`src/rtl/btb_fetch_stage.sv`:
```
`default_nettype none
// ============================================================================
//  Module   : btb_fetch_stage
//  Purpose  : Instruction-fetch stage of the pipelined MIPS core. Holds the
//             PC, performs a same-cycle direct-mapped BTB lookup to pick the
//             next PC, and registers the fetched instruction into IF/ID.
//             EX-stage resolution trains the BTB; an EX mispredict redirects
//             fetch and flushes IF/ID.
//  Ports    : Clk, Rst (async, active-low)
//             Stall            - hold PC and IF/ID
//             Instruction      - imem read data for PC (combinational memory)
//             PC               - current fetch address
//             IFID_*           - IF/ID latch: instruction, PC+4, prediction
//             ResValid/ResPC/ResTaken/ResTarget - BTB training from EX
//             Redirect/RedirectPC               - mispredict recovery
//  Revision : 1.0 - initial release
// ============================================================================
module btb_fetch_stage #(
    parameter int          ENTRIES  = 16,
    parameter int          IDX_BITS = 4,
    parameter logic [31:0] PC_RESET = 32'h00000000
) (
    input  logic        Clk,
    input  logic        Rst,
    input  logic        Stall,
    input  logic [31:0] Instruction,
    output logic [31:0] PC,
    output logic [31:0] IFID_Instruction,
    output logic [31:0] IFID_PCPlus4,
    output logic        IFID_PredTaken,
    output logic [31:0] IFID_PredTarget,
    input  logic        ResValid,
    input  logic [31:0] ResPC,
    input  logic        ResTaken,
    input  logic [31:0] ResTarget,
    input  logic        Redirect,
    input  logic [31:0] RedirectPC
);

    localparam int         c_TAG_W    = 32 - IDX_BITS - 2;
    localparam logic [1:0] c_CTR_INIT = 2'b01;  // weakly not-taken
    localparam logic [1:0] c_CTR_ALOC = 2'b10;  // weakly taken on allocate
    localparam logic [1:0] c_CTR_MAX  = 2'b11;
    localparam logic [1:0] c_CTR_MIN  = 2'b00;

    // ------------------------------------------------------------------
    // BTB storage
    // ------------------------------------------------------------------
    logic [ENTRIES-1:0] r_valid;
    logic [1:0]         r_ctr    [ENTRIES];
    logic [c_TAG_W-1:0] r_tag    [ENTRIES];
    logic [31:0]        r_target [ENTRIES];

    // ------------------------------------------------------------------
    // Pipeline state
    // ------------------------------------------------------------------
    logic [31:0] r_pc;
    logic [31:0] r_ifid_instr;
    logic [31:0] r_ifid_pc4;
    logic        r_ifid_pt;
    logic [31:0] r_ifid_ptgt;

    // ------------------------------------------------------------------
    // Fetch-side lookup (combinational, sees pre-update BTB contents)
    // ------------------------------------------------------------------
    logic [IDX_BITS-1:0] w_idx;
    logic [c_TAG_W-1:0]  w_tag;
    logic                w_hit;
    logic                w_pred_taken;
    logic [31:0]         w_pc_plus4;
    logic [31:0]         w_next_pc;

    assign w_idx        = r_pc[IDX_BITS+1:2];
    assign w_tag        = r_pc[31:IDX_BITS+2];
    assign w_hit        = r_valid[w_idx] && (r_tag[w_idx] == w_tag);
    assign w_pred_taken = w_hit && r_ctr[w_idx][1];
    assign w_pc_plus4   = r_pc + 32'd4;
    assign w_next_pc    = w_pred_taken ? r_target[w_idx] : w_pc_plus4;

    // ------------------------------------------------------------------
    // Resolve-side lookup for training
    // ------------------------------------------------------------------
    logic [IDX_BITS-1:0] w_res_idx;
    logic [c_TAG_W-1:0]  w_res_tag;
    logic                w_res_hit;
    logic [1:0]          w_res_ctr;
    logic [1:0]          w_res_ctr_next;

    assign w_res_idx = ResPC[IDX_BITS+1:2];
    assign w_res_tag = ResPC[31:IDX_BITS+2];
    assign w_res_hit = r_valid[w_res_idx] && (r_tag[w_res_idx] == w_res_tag);
    assign w_res_ctr = r_ctr[w_res_idx];

    always_comb begin
        w_res_ctr_next = w_res_ctr;
        if (ResTaken) begin
            if (w_res_ctr != c_CTR_MAX) begin
                w_res_ctr_next = w_res_ctr + 2'b01;
            end
        end else begin
            if (w_res_ctr != c_CTR_MIN) begin
                w_res_ctr_next = w_res_ctr - 2'b01;
            end
        end
    end

    // Valid bits and counters carry reset state; a miss-and-not-taken
    // resolution leaves the entry untouched so aliases are not disturbed.
    always_ff @(posedge Clk or negedge Rst) begin
        if (!Rst) begin
            r_valid <= '0;
            for (int i = 0; i < ENTRIES; i++) begin
                r_ctr[i] <= c_CTR_INIT;
            end
        end else if (ResValid) begin
            if (w_res_hit) begin
                r_ctr[w_res_idx] <= w_res_ctr_next;
            end else if (ResTaken) begin
                r_valid[w_res_idx] <= 1'b1;
                r_ctr[w_res_idx]   <= c_CTR_ALOC;
            end
        end
    end

    // Tags and targets need no reset: they are qualified by the valid bit.
    // Any taken resolution either refreshes the target of a hitting entry
    // (tag unchanged) or allocates the entry with the new tag.
    always_ff @(posedge Clk) begin
        if (Rst && ResValid && ResTaken) begin
            r_tag[w_res_idx]    <= w_res_tag;
            r_target[w_res_idx] <= ResTarget;
        end
    end

    // ------------------------------------------------------------------
    // PC and IF/ID latch: Redirect > Stall > normal fetch
    // ------------------------------------------------------------------
    always_ff @(posedge Clk or negedge Rst) begin
        if (!Rst) begin
            r_pc         <= PC_RESET;
            r_ifid_instr <= '0;
            r_ifid_pc4   <= '0;
            r_ifid_pt    <= 1'b0;
            r_ifid_ptgt  <= '0;
        end else if (Redirect) begin
            // Flush IF/ID to a NOP with no prediction attached.
            r_pc         <= RedirectPC;
            r_ifid_instr <= '0;
            r_ifid_pc4   <= '0;
            r_ifid_pt    <= 1'b0;
            r_ifid_ptgt  <= '0;
        end else if (!Stall) begin
            r_pc         <= w_next_pc;
            r_ifid_instr <= Instruction;
            r_ifid_pc4   <= w_pc_plus4;
            r_ifid_pt    <= w_pred_taken;
            r_ifid_ptgt  <= w_next_pc;
        end
    end

    assign PC               = r_pc;
    assign IFID_Instruction = r_ifid_instr;
    assign IFID_PCPlus4     = r_ifid_pc4;
    assign IFID_PredTaken   = r_ifid_pt;
    assign IFID_PredTarget  = r_ifid_ptgt;

endmodule
`default_nettype wire

```
`config.mk`:
```
export PLATFORM = sky130hd
export DESIGN_NAME = btb_fetch_stage
export DESIGN_NICKNAME = d
export VERILOG_FILES = /design/src/rtl/btb_fetch_stage.sv
export SDC_FILE = /design/constraint.sdc
export NUM_CORES = 1
export LEC_CHECK = 0
export CAP_MARGIN = 20
export CORE_ASPECT_RATIO = 2
export CORE_UTILIZATION = 25
export DETAILED_ROUTE_END_ITERATION = 10
export GPL_TIMING_DRIVEN = 0
export HOLD_SLACK_MARGIN = 0.15
export SYNTH_ARGS = -nofsm -noshare
export SYNTH_HDL_FRONTEND = slang
export SYNTH_SLANG_ARGS = --single-unit
```
`constraint.sdc`:
```
create_clock -name Clk -period 4.7 [get_ports Clk]
set_input_delay 0.47 -clock Clk [delete_from_list [all_inputs] [get_ports Clk]]
set_output_delay 0.47 -clock Clk [all_outputs]
set_load 0.01 [all_outputs]
```
After elaboration in Yosys (flattened, before gate mapping)
Memories as Yosys holds them, arrays and structs flattened.
Cells that the tools add are included.
Operators by class
  add/subtract/negate cells: 3
  magnitude comparators: 6
  equal/unequal tests: 4
  mux-type cells: 32
  bitwise logic cells: 7
  reduce and logical (&&, ||, !) cells: 11
Operator list (count)
  2-to-1 mux 32 bit: 10
  equality test 26 bit: 2
  adder 32 x 3 -> 32 bit (second input constant): 1
  bitwise mux 32 bit: 1
  OR 16 bit: 2
  bitwise AND 16 bit: 1
  binary-select mux 2 bit (select 4 bit): 2
  2-to-1 mux 2 bit: 8
  NOT 16 bit: 1
  greater-or-equal comparator 5 bit (second input constant): 2
  less-than comparator 4 x 5 -> 1 bit (second input constant): 2
  NOT 4 -> 5 bit: 2
  binary-select mux 1 bit (select 4 bit): 2
  demux 2 bit (select 4 bit): 1
  logical AND 1 bit: 7
  2-to-1 mux 1 bit: 7
  less-than comparator 5 x 1 -> 1 bit (second input constant): 1
  demux 1 bit (select 4 bit): 1
  greater-or-equal comparator 4 x 1 -> 1 bit (second input constant): 1
  nonzero test 2 bit: 2
  AND reduction 3 bit: 1
  adder 2 x 1 -> 2 bit (second input constant): 1
  != test 2 x 1 -> 1 bit (second input constant): 1
  != test 2 bit (second input constant): 1
  other kinds (3): 3
Word-level totals
  register bits: 177
  RAM bits: 928
  input bits: 134
  output and inout bits: 129
  word-level logic and storage cells: 87
  memories kept: 2
Memories
  r_target: depth 16, bits a word 32, rd ports 1, clocked after memory_dff 0, write ports 1, RTL line 52  | logic [31:0] r_target [ENTRIES];
  r_tag: depth 16, bits a word 26, rd ports 2, clocked after memory_dff 0, write ports 1, RTL line 51  | logic [c_TAG_W-1:0] r_tag [ENTRIES];

Depth between registers and ports, before layout
Gate-level depths: netlist of run 1.
  word-level depth: 9
  gate-level depth with buffers: 15
  mapped depth without buffers: 9

Worst setup path before layout of run 1
No wires, ideal clock.
  path type: input port to flip-flop
  start: input ResPC[3]
  end: memory r_tag[10][0] (netlist bit), enable pin
  library setup time: 0.474 ns
  arrival time: 4.554 ns
  data required time: 4.226 ns
  slack: -0.328 ns
  stages: 8
  buffers on the path: 5
  cell sequence: buf_2 buf_2 buf_2 buf_1 buf_1 nor2b_1 nand2_1 nor2_1
RTL lines
  start: declaration: RTL line 33  | input logic [31:0] ResPC,
  end: declaration: RTL line 51
Straight into the memory's write port.

Worst setup path after layout of run 1
  start: register r_pc[3] (netlist: PC[3])
  end: register r_ifid_ptgt[18] (netlist: IFID_PredTarget[18])
On the way
  cells in the longest elaborated chain, start to end: 8
  elaborated cells between the ends (all ways): 15
  those cells by class: add/sub (1); eq/ne (1); mux (8); bitwise (1); reduce/logical (2); memory (2)
Ends and longest elaborated chain
  start: declaration: RTL line 57  | logic [31:0] r_pc;
  start signal: assignment: RTL line 147  | r_pc <= RedirectPC;
  start signal: assignment: RTL line 153  | r_pc <= w_next_pc;
  branches (longest 5 deep; another with memory (16 x 26 bit))
  2-to-1 mux 32 bit (*): RTL line 78  | assign w_next_pc = w_pred_taken ? r_target[w_idx] : w_pc_plus4;
  2-to-1 mux 32 bit (*): RTL line 152  | end else if (!Stall) begin
  2-to-1 mux 32 bit (*): RTL line 145  | end else if (Redirect) begin
  end signal: assignment: RTL line 157  | r_ifid_ptgt <= w_next_pc;
  end: declaration: RTL line 61  | logic [31:0] r_ifid_ptgt;
Every way passes the cells marked *. The select of a mux whose other input is x is not followed.
A chain may end at the register's enable or synchronous reset.

==> impl_metrics.toml, run 1 <==
[outcome]
outcome = "finished with violations"
violations = "setup timing"

[power_and_ir_drop]
p_int_w = 0.0170
combPwrFrac = 0.173
total_power_w = 0.0236
power.share.clock = 0.362
ir_worst_vdd_mv = 0.248
power.density_mw_per_mm2 = 397
sw_frac_of_total = 0.280
p_seq_frac = 0.466
switching_power_w = 0.00660
p_leak_nw = 19.5

[final_layout]
stdcell_area_mm2 = 0.0594
fin_nets = 3277
fin_util = 0.311
layout-drive-gt1-share = 0.254
final_common_cell = "edfxtp_1"
stdcell_count = 5757
final_cell_mix = "928 x edfxtp_1, 355 x mux4_2, 254 x clkdlybuf4s50_1, 159 x dfrtp_1, 141 x mux2i_1"
area_growth_pct = 23.6

[routing]
route.vias.total = 30400
wl_per_cell_um = 35.0
finalWirelength_mm = 201
via_per_inst = 5.28
drc = 0
ant_nets = 0
drt_first_iter_violations = 3492
drt_pass1_iterations = 6

[synth]
synthCells = 2697
synth_nets = 2832
avgSynthCellArea_um2 = 17.8
synth.ff_latch_count = 1105
synthArstFlopShare = 0.160
synth_top_flop_cell = "edfxtp_1"
ys_seq_area_frac = 0.672
synth_cell_types = 68
syn_area_mm2 = 0.0481
synth.area.top_cells = "edfxtp_1 58%, mux4_2 17%, dfrtp_1 8.4%, mux2i_1 3.3%, nor2_1 1.1%"
ys_warn_count = 0
synth_top_area_cell = "edfxtp_1"
yosys.area.top_type_share = 0.580
synth_edf_count = 928

[worst_setup_path]
end_kind = "register"
cp_max_fo = 10
worstPathArrival_ns = 5.35
cp-start-kind = "register"
critPathKind = "register to register"
crit_required_ns = 5.25

[floorplan]
rows = 227
die_w_um = 312
die-area_mm2 = 0.194
start_util = 0.252
core_mm2 = 0.191
die_h_um = 622
io_pins = 263

[timing]
period_share = 1.02
hold_viol = 0
layout_min_cycle_time_ns = 4.80
fmax_mhz = 208
slew-limit-headroom = 0.201
rsz0062_at_grt = "false"
worst_slack_ns = -0.100
hold_ws_ns = 0.318
final-setup-viol-count = 20
finalMaxSlewViolations = 0
worstMarginPinSlew_ns = 1.20
fin_skew_ns = 0.0517

[placed_design]
placedInstanceArea_mm2 = 0.0554
port_buffers = 255
placedCellCount = 5548
hpwl_mm = 149
gp_congestion = 0.997

[global_route]
busiest_layer = "met2"
grt_pass1_wl_mm = 267
grt_antenna_before_repair = 40
grt_pass1_vias = 30500
grt_max_degree = 109
grt_util_met2 = 0.343
met3_usage = 0.0603
overflow = 0
use_met1 = 0.213
grt_usage = 0.203

[hold_path]
hold_path.class = "primary input to asynchronous set/reset pin"

[job]
cap_violations = 0

[clock_tree]
clock_sinks = 1105
clkSlewWorstSetupHoldPaths_ns = 0.07
cts.htree.levels = 3
cts_tree = "done"
numCtsBuffers = 100
clk_latency_ns = 0.74
cts_buffer_depth = 3
cts_root_buf = "clkbuf_16"
what timing repair did:
action | 4_1_cts | 5_1_grt
buffers inserted | 11 | 3
hold buffers | 1 | 0
setup endpoints to repair | 125 | 102
gates resized for setup | 112 | 39
endpoints found under the hold margin | 70 | 0
pin swaps | 4 | 0
cells in the mapped netlist, types with 21 or more instances:
library cell and n:
a22o_1 37, nor3_1 22, o211ai_1 24, a21oi_1 51
nand2_1 103, a22oi_1 66, buf_1 28, mux2i_1 159
dfrtp_1 161, o21ai_0 85, xnor2_1 44, buf_2 47
nand3_1 25, nor2b_1 25, mux4_2 355, xor2_1 21
nor2_1 135, edfxtp_1 928, clkbuf_1 86, inv_1 53
worst paths after layout:
kind | cells past startpoint | start | slack, ns | end
worst max-delay path | 14 | PC[3] | -0.10 | IFID_PredTarget[18]
worst min-delay path | 2 | Rst | 0.32 | IFID_Instruction[11]
worst max register to register | 14 | PC[3] | -0.10 | IFID_PredTarget[18]
worst min register to register | 2 | IFID_PredTarget[9] | 0.48 | IFID_PredTarget[9]
max in group asynchronous | 3 | Rst | 3.25 | r_ctr[1]
min in group Clk | 3 | Instruction[0] | 0.36 | IFID_Instruction[0]
stage by stage:
| stage | setup WS [ns] | TNS, ns |
|---|---|---|
| finish | -0.100 | -0.562 |
| global route | 0.00423 | 0 |
| CTS | 0.000197 | 0 |
| detailed placement | -1.81 | -162.76 |
| global placement | -11.42 | - |
| floorplan | -0.328 | -107.27 |
cell families after synthesis:
kind of cell / Yosys count / share of synthesized area
flops: 1105 / 0.672
mux: 526 / 0.202
simple gates: 392 / 0.0384
compound gates: 373 / 0.0539
buf+inv: 234 / 0.0211
xor+xnor: 65 / 0.0118
fa+ha+maj: 2 / 0.000468
state kept, by name (all words and copies together), names as in the netlist:
register / flops
IFID_PredTaken: 1
IFID_Instruction: 32
r_tag: 416
IFID_PCPlus4: 32
PC: 32
r_ctr: 32
r_valid: 16
IFID_PredTarget: 32
r_target: 512
critical path, stage by stage, from the launching register on:
cell and delay (ns):
dfrtp_2 0.47, buf_2 0.26, buf_6 0.28, buf_6 0.31
buf_4 0.35, mux4_2 0.39, mux2i_2 0.45, xnor2_1 0.19
nor3_1 0.48, nor2_1 0.16, nor4_4 0.15, buf_4 0.23
buf_4 0.31, mux2i_1 0.38, o21ai_0 0.14
power by group through the flow:
stage | sequential [W] | combinational [W] | clock, W
global placement | 0.0112 | 0.00371 | 0
global route | 0.0110 | 0.00413 | 0.00891
detailed placement | 0.0112 | 0.00385 | 0
finish | 0.0110 | 0.00407 | 0.00854
CTS | 0.0110 | 0.00397 | 0.00863
floorplan | 0.0111 | 0.00184 | 0
area by class of cell:
| type | count | area, um^2 |
|---|---|---|
| diodes | 10 | 25.0 |
| plain buffers | 176 | 1020 |
| clock buffers | 130 | 2720 |
| clock inverters | 58 | 621 |
| fillers | 18600 | 132000 |
| inverters | 54 | 210 |
| multi-input cells | 1358 | 15200 |
| flip-flops and latches | 1105 | 32300 |
| well taps | 2519 | 3150 |
| repair buffers | 347 | 4170 |
layer usage:
layer / part of all wire / wire length (um) / vias up
li1: - / - / 11900
met1: 0.33 / 66400 / 16000
met2: 0.49 / 98300 / 1845
met3: 0.094 / 18900 / 591
met4: 0.087 / 17500 / 42
met5: 0.0013 / 264 / -
No activity file was read; power rests on OpenSTA's default activity.
==> run 2: changes to the inputs <==
GPL_TIMING_DRIVEN = 1   (was 0)
==> impl_metrics.toml, run 2 (synthesized netlist as in run 1, its figures left out) <==
[clock_tree]
numCtsBuffers = 99
cts_buffer_depth = 3
cts_tree = "done"
clock_sinks = 1105
clk_latency_ns = 0.73
cts_root_buf = "clkbuf_16"
cts.htree.levels = 3
clkSlewWorstSetupHoldPaths_ns = 0.07

[worst_setup_path]
crit_path_max_incr_delay_ns = 0.64
cp_num_buf_inv = 5
cp-start-kind = "register"
crit_chain = "buf_4 -> mux4_2 -> a221oi_1 -> buf_4 -> xor2_1 -> nor4b_1 -> nand4_1 -> nor4_4 -> buf_12 -> buf_4 -> mux2i_2 -> buf_4 -> o21ai_0"
crit_top_cell = "buf_4"
crit_required_ns = 5.27
end_kind = "register"
critPathKind = "register to register"
cp_top_family = "buffers and inverters"
cp_max_fo = 16
crit_slowest_cell = "dfrtp_4"
worstPathArrival_ns = 5.15

[routing]
wl_per_cell_um = 29.8
drt_first_iter_violations = 2823
drc = 0
finalWirelength_mm = 170
ant_nets = 0
drt_pass1_iterations = 5
via_per_inst = 5.08
route.vias.total = 29000

[placed_design]
hpwl_mm = 114
gp_congestion = 0.924
port_buffers = 260
dp_slack_ns = -0.155

[timing]
worstMarginPinSlew_ns = 1.02
finalMaxSlewViolations = 0
hold_ws_ns = 0.232
worst_slack_ns = 0.117
period_share = 0.975
fmax_mhz = 218
rsz0062_at_grt = "false"
final-setup-viol-count = 0
slew-limit-headroom = 0.300
fin_skew_ns = 0.0430
layout_min_cycle_time_ns = 4.58
hold_viol = 0
tns_ns = 0

[power_and_ir_drop]
p_leak_nw = 19.5
total_power_w = 0.0232
power.density_mw_per_mm2 = 395
ir_worst_vdd_mv = 0.340

[final_layout]
largest_register_ff_count = 512
final_cell_mix = "928 x edfxtp_1, 355 x mux4_2, 254 x clkdlybuf4s50_1, 176 x buf_4"
fin_nets = 3231
final_common_cell = "edfxtp_1"
fin_util = 0.308
layout-drive-gt1-share = 0.254
area_growth_pct = 22.2
reg.largest.list = "r_target x512, r_tag x416"
top_register = "r_target"

[floorplan]
core_mm2 = 0.191
die-area_mm2 = 0.194
rows = 227
io_pins = 263
start_util = 0.252
die_w_um = 312
die_h_um = 622

[global_route]
grt_usage = 0.172
grt_pass1_vias = 29800
overflow = 0
grt_max_degree = 110
grt_pass1_wl_mm = 236
grt_antenna_before_repair = 34

[job]
cap_violations = 0

[outcome]
outcome = "finished, final reports clean"

[hold_path]
hold_path.class = "primary input to asynchronous set/reset pin"
[run 2: changes by cell type in the layout (fill, tap and decap cells not counted), sizes merged]
cell           before  now
buf               177  221
bufinv              9   11
clkbuf            216  126
clkdlybuf4s15       4    0
clkdlybuf4s18       1    0
clkinv             32   38
clkinvlp            8    5
diode              10    8
dlygate4sd3         1    2
inv                63   61
[run 2: path summary, 6_finish.rpt]
path	from	to	slack, ns	cells past startpoint
min	Rst	IFID_Instruction[26]	0.23	2
min reg2reg	IFID_PredTarget[5]	IFID_PredTarget[5]	0.48	2
min in group Clk	Stall	IFID_PCPlus4[26]	0.31	3
max	PC[2]	IFID_PredTarget[6]	0.12	13
max reg2reg	PC[2]	IFID_PredTarget[6]	0.12	13
max in group asynchronous	Rst	PC[2]	2.68	4
[run 2: metal layers]
metal  vias up  track usage  part of all wire
met2      1363        0.291              0.49
li1      11800            -                 -
met1     15400        0.201              0.37
met4        32        0.109             0.069
met3       422       0.0326             0.071
met5         -            0            0.0012
[run 2: repair_timing]
| action | in CTS | in global routing |
|---|---|---|
| setup endpoints to repair | 4 | 4 |
| buffers inserted | 2 | 5 |
| resized for setup | 1 | 0 |
| endpoints found under the hold margin | 27 | 0 |
| hold buffers | 2 | 0 |
[run 2: stage by stage]
step                cells  instance area [um^2]
floorplan            2697                 48100
global placement     5502                 55200
detailed placement   5505                 55200
CTS                  5695                 58700
global route         5702                 58800
finish               5708                 58800
[run 2: final cells by class]
type,count,area (um^2)
clock buffer,125,2710
antenna,8,20.0
tap,2519,3150
inverter,54,204
fill,18500,132000
clock inverter,61,694
sequential,1105,32300
multi-input combinational,1358,14900
timing repair buffer,478,4780
[run 2: power by group]
group | total (W) | switching, W | internal [W]
Clock | 0.00861 | 0.00386 | 0.00475
Combinational | 0.00358 | 0.00201 | 0.00157
Sequential | 0.0110 | 0.000222 | 0.0108
Total | 0.0232 | 0.00610 | 0.0171
